[src/rtl/fetch_stage.sv]
// Instruction-fetch stage: owns the PC and IF/ID register, honours hazard-unit stalls
// and ID redirects, and keeps a one-word buffer so a word returned during a stall is kept.
//
// state | meaning
// REQ   | imem_req high, waiting for or consuming imem_rdata at pc
// BUF   | word for pc captured in buffer during a stall, request dropped
module fetch_stage #(
  parameter logic [31:0] RESET_PC  = 32'h0000_0000,
  parameter logic [31:0] NOP_INSTR = 32'h0000_0000
) (
  input  logic        clk,
  input  logic        reset,
  input  logic        PCWrite,
  input  logic        IF_ID_Write,
  input  logic        branch_taken,
  input  logic [31:0] branch_target,
  output logic        imem_req,
  output logic [31:0] imem_addr,
  input  logic        imem_ready,
  input  logic [31:0] imem_rdata,
  output logic [31:0] if_id_instr,
  output logic [31:0] if_id_pc4,
  output logic        if_id_valid,
  output logic        fetch_busy
);

  typedef enum logic {REQ, BUF} state_t;

  state_t      state, stateNext;
  logic [31:0] pc, pcNext, pcPlus4;
  logic [31:0] bufInstr, bufNext;
  logic [31:0] instrNext, pc4Next;
  logic        validNext;
  logic        adv, redir;

  // A PCWrite/IF_ID_Write disagreement is treated as a stall.
  assign adv     = PCWrite & IF_ID_Write;
  assign redir   = branch_taken & adv;
  assign pcPlus4 = pc + 32'd4;

  assign imem_addr  = pc;
  assign imem_req   = (state == REQ);
  assign fetch_busy = (state == REQ) & ~imem_ready;

  always_comb begin
    stateNext = state;
    pcNext    = pc;
    bufNext   = bufInstr;
    instrNext = if_id_instr;
    pc4Next   = if_id_pc4;
    validNext = if_id_valid;
    case (state)
      REQ: begin
        if (redir) begin
          pcNext    = branch_target;
          instrNext = NOP_INSTR;
          pc4Next   = 32'd0;
          validNext = 1'b0;
        end else if (imem_ready && adv) begin
          pcNext    = pcPlus4;
          instrNext = imem_rdata;
          pc4Next   = pcPlus4;
          validNext = 1'b1;
        end else if (imem_ready) begin
          bufNext   = imem_rdata;
          stateNext = BUF;
        end else if (adv) begin
          instrNext = NOP_INSTR;
          pc4Next   = 32'd0;
          validNext = 1'b0;
        end
      end
      BUF: begin
        if (redir) begin
          pcNext    = branch_target;
          instrNext = NOP_INSTR;
          pc4Next   = 32'd0;
          validNext = 1'b0;
          bufNext   = 32'd0;
          stateNext = REQ;
        end else if (adv) begin
          pcNext    = pcPlus4;
          instrNext = bufInstr;
          pc4Next   = pcPlus4;
          validNext = 1'b1;
          stateNext = REQ;
        end
      end
      default: stateNext = REQ;
    endcase
  end

  always_ff @(posedge clk) begin
    if (reset) begin
      state       <= REQ;
      pc          <= RESET_PC;
      bufInstr    <= 32'd0;
      if_id_instr <= NOP_INSTR;
      if_id_pc4   <= 32'd0;
      if_id_valid <= 1'b0;
    end else begin
      state       <= stateNext;
      pc          <= pcNext;
      bufInstr    <= bufNext;
      if_id_instr <= instrNext;
      if_id_pc4   <= pc4Next;
      if_id_valid <= validNext;
    end
  end

endmodule

[config.mk]
export PLATFORM = sky130hd
export DESIGN_NAME = fetch_stage
export DESIGN_NICKNAME = d
export VERILOG_FILES = /design/src/rtl/fetch_stage.sv
export SDC_FILE = /design/constraint.sdc
export NUM_CORES = 1
export LEC_CHECK = 0
export ABC_AREA = 1
export CORE_MARGIN = 1.5
export CORE_UTILIZATION = 35
export CTS_BUF_LIST = sky130_fd_sc_hd__clkbuf_16
export DETAILED_ROUTE_END_ITERATION = 8
export PLACE_DENSITY_LB_ADDON = 0.05
export SLEW_MARGIN = 0
export SYNTH_ARGS = -nofsm -noshare
export SYNTH_HDL_FRONTEND = slang
export SYNTH_SLANG_ARGS = --single-unit
[constraint.sdc]
create_clock -name clk -period 1.55 [get_ports clk]
set_input_delay 0.31 -clock clk [delete_from_list [all_inputs] [get_ports clk]]
set_output_delay 0.31 -clock clk [all_outputs]
set_load 0.01 [all_outputs]
==> metrics.yaml <==
layout.nets: 1123
rows: 47
port_buffers: 168
leakagePower_uw: 0.003969
drt-vias-per-instance: 4.977
diodes: 0
r2r_setup_slack_ns: 0.06
coreArea_mm2: 0.01647
yosysTopAreaCell: "dfxtp_1"
cp_max_fo: 3
grt-ovfl-total: 0
fp.dieH_um: 132.3
finalClockSkew_ns: 0.006325
finalHoldViolations: 0
ant_nets: 0
start_util_pct: 35.54
path_cells: "buf_4 > dlygate4sd2_1"
antenna_found_initial: 0
met1_length_um: 8732
min_period_over_period_pct: 96.58
syn_inst: 826
drt_iter0_markers: 329
synth_nets: 897
syn2layout_area_growth_pct: 52.94
whs_ns: 0.4462
arrival_ns: 1.19
place_hpwl_um: 14250
firstDrtPassIters: 5
fin_util_pct: 54.35
slew_headroom_pct: 69.67
grt_pass1_vias: 6191
finalSetupViolCount: 0
cp.required_ns: 1.24
status: "completed"
grt_pass1_wl_um: 31770
crit_path_end_kind: "output port"
routed-wl-met3_um: 1097
h-tree-depth: 4
yosysTopAreaCellShare_pct: 44.47
clock-root-buffer: "clkbuf_16"
final_cell_mix: "nand2_1, a21oi_1, dfxtp_1"
synth_seq_area_share_pct: 44.47
routed.top_layer: "met4"
drive_above_1_share_pct: 17.84
synth-seq-cells: 130
hp-class: "flip-flop to flip-flop"
max_cap_violations: 0
synth.area.top_cells: "dfxtp_1, nand2_1, a21oi_1"
vdd_drop_max_mv: 0.7547
die_x_um: 132.3
post-route-min-period_ns: 1.497
die_area_mm2: 0.01750
grt.total_usage_pct: 22.86
wl_per_cell_um: 15.27
cts_tree: "built"
syn_area_mm2: 0.005852
grt_max_degree: 47
rsz0062_at_grt: "true"
clk_latency_ns: 0.42
routed-via-count: 6396
startpoint_type: "flip-flop"
wl_um: 19620
nFillCells: 1639
cts_num_sinks: 130
num_io_pins: 169
cp_slowest_cell: "dfxtp_1"
finalSetupTns_ns: 0
final_common_cell: "nand2_1"
drc: 0
cts_buffers: 17
cpPeakStageDelay_ns: 0.36
totalPowerFinal_uw: 8799
ys_warn_count: 0
cts_hold_buf: 0
met2_length_um: 9252
crit_type: "flip-flop to output port"
path_clk_slew_ns: 0.06
clk_path_buf_depth: 2
yosysUniqueCellTypes: 35
worstMarginPinSlew_ns: 0.4549
crit_buf_inv: 2
avgSynthCellArea_um2: 7.085
powerDensity_mw_per_mm2: 983.2
finalWeightedCongestion: 0.9070
crit_family: "buffers and inverters"
fmax_mhz: 668.0
maxSlewViolCount: 0
[cells in the mapped netlist]
master / count
a21oi_1: 151
a21oi_2: 1
a22o_1: 4
a22oi_1: 1
and2_1: 1
buf_1: 1
buf_2: 17
buf_4: 4
buf_6: 1
clkbuf_1: 24
clkbuf_4: 1
dfxtp_1: 130
ha_1: 1
inv_1: 35
inv_2: 5
nand2_1: 204
nand2_2: 7
nand2_4: 1
nand3_1: 80
nand4_1: 2
nor2_1: 46
nor2_2: 7
nor2_4: 4
nor3_1: 1
o211ai_1: 1
o21ai_0: 75
o21ai_1: 2
o21ai_4: 1
o21bai_1: 4
o31ai_1: 3
or2_0: 1
or2_2: 4
or3b_1: 1
xnor2_1: 3
xor2_1: 2
[power by group]
group          leakage (uW)  switching (uW)  internal (uW)
clock              0.000279            1580           2220
sequential          0.00107             129           3530
combinational       0.00262             687            654
total               0.00397            2390           6400
[logic make-up after synthesis]
kind of cell               Yosys count  share of synthesized area, %
AOI/OAI and AO/OA                  243                         21.68
xor gates and xnor gates             5                        0.7485
adders and majority gates            1                        0.2138
buffers and inverters               88                         6.457
DFF                                130                         44.47
and+or+nand+nor                    359                         26.43
[registers in the layout, indices dropped and copies added (netlist names)]
signal / flops
state: 1
imem_addr: 32
bufInstr: 32
if_id_instr: 32
if_id_pc4: 32
if_id_valid: 1
[repair_timing]
item                                    in CTS  in global routing
pin swaps                                    1                  4
endpoints found under the setup margin     107                 43
gates resized for setup                    123                 32
setup buffers                                0                  2
cloned                                       0                  0
[stage by stage]
step                      area [um2]  setup slack, ns  cells
after global placement          8372          -0.2545   1251
final                           8950          0.05304   1285
after CTS                       8850        0.0007796   1283
after detailed placement        8372          -0.2840   1251
after global routing            8950         -0.04270   1285
after floorplan                 5852           0.1059    826
[area by class of cell]
cell class | instances | area (um2) | share of cell area (%)
clock buffer | 17 | 425.4 | 4.753
sequential | 130 | 2638 | 29.47
inverter | 40 | 150.1 | 1.678
tap | 220 | 275.3 | 3.076
clock inverter | 15 | 135.1 | 1.510
timing repair buffer | 255 | 2362 | 26.39
multi-input combinational | 608 | 2964 | 33.12
[per-layer routing]
| metal | track usage, % | up-vias |
|---|---|---|
| met4 | 8.181 | 0 |
| met3 | 6.036 | 29 |
| met2 | 38.48 | 205 |
| met1 | 28.19 | 2937 |
| met5 | 0 | - |
| li1 | - | 3225 |
[worst min-delay path, stage by stage, from the launching register on]
cell and delay (ns):
dfxtp_1 0.31, nand2_1 0.06, nand2_1 0.04
[final timing paths]
kind                              startpoint             to  cells after the start
worst max register to register  imem_addr[3]  imem_addr[14]                      9
worst max-delay path            imem_addr[9]   imem_addr[9]                      2
worst min-delay path            if_id_pc4[6]   if_id_pc4[6]                      2
worst min register to register  if_id_pc4[6]   if_id_pc4[6]                      2
Note: power is estimated with default switching activity, not from simulation.
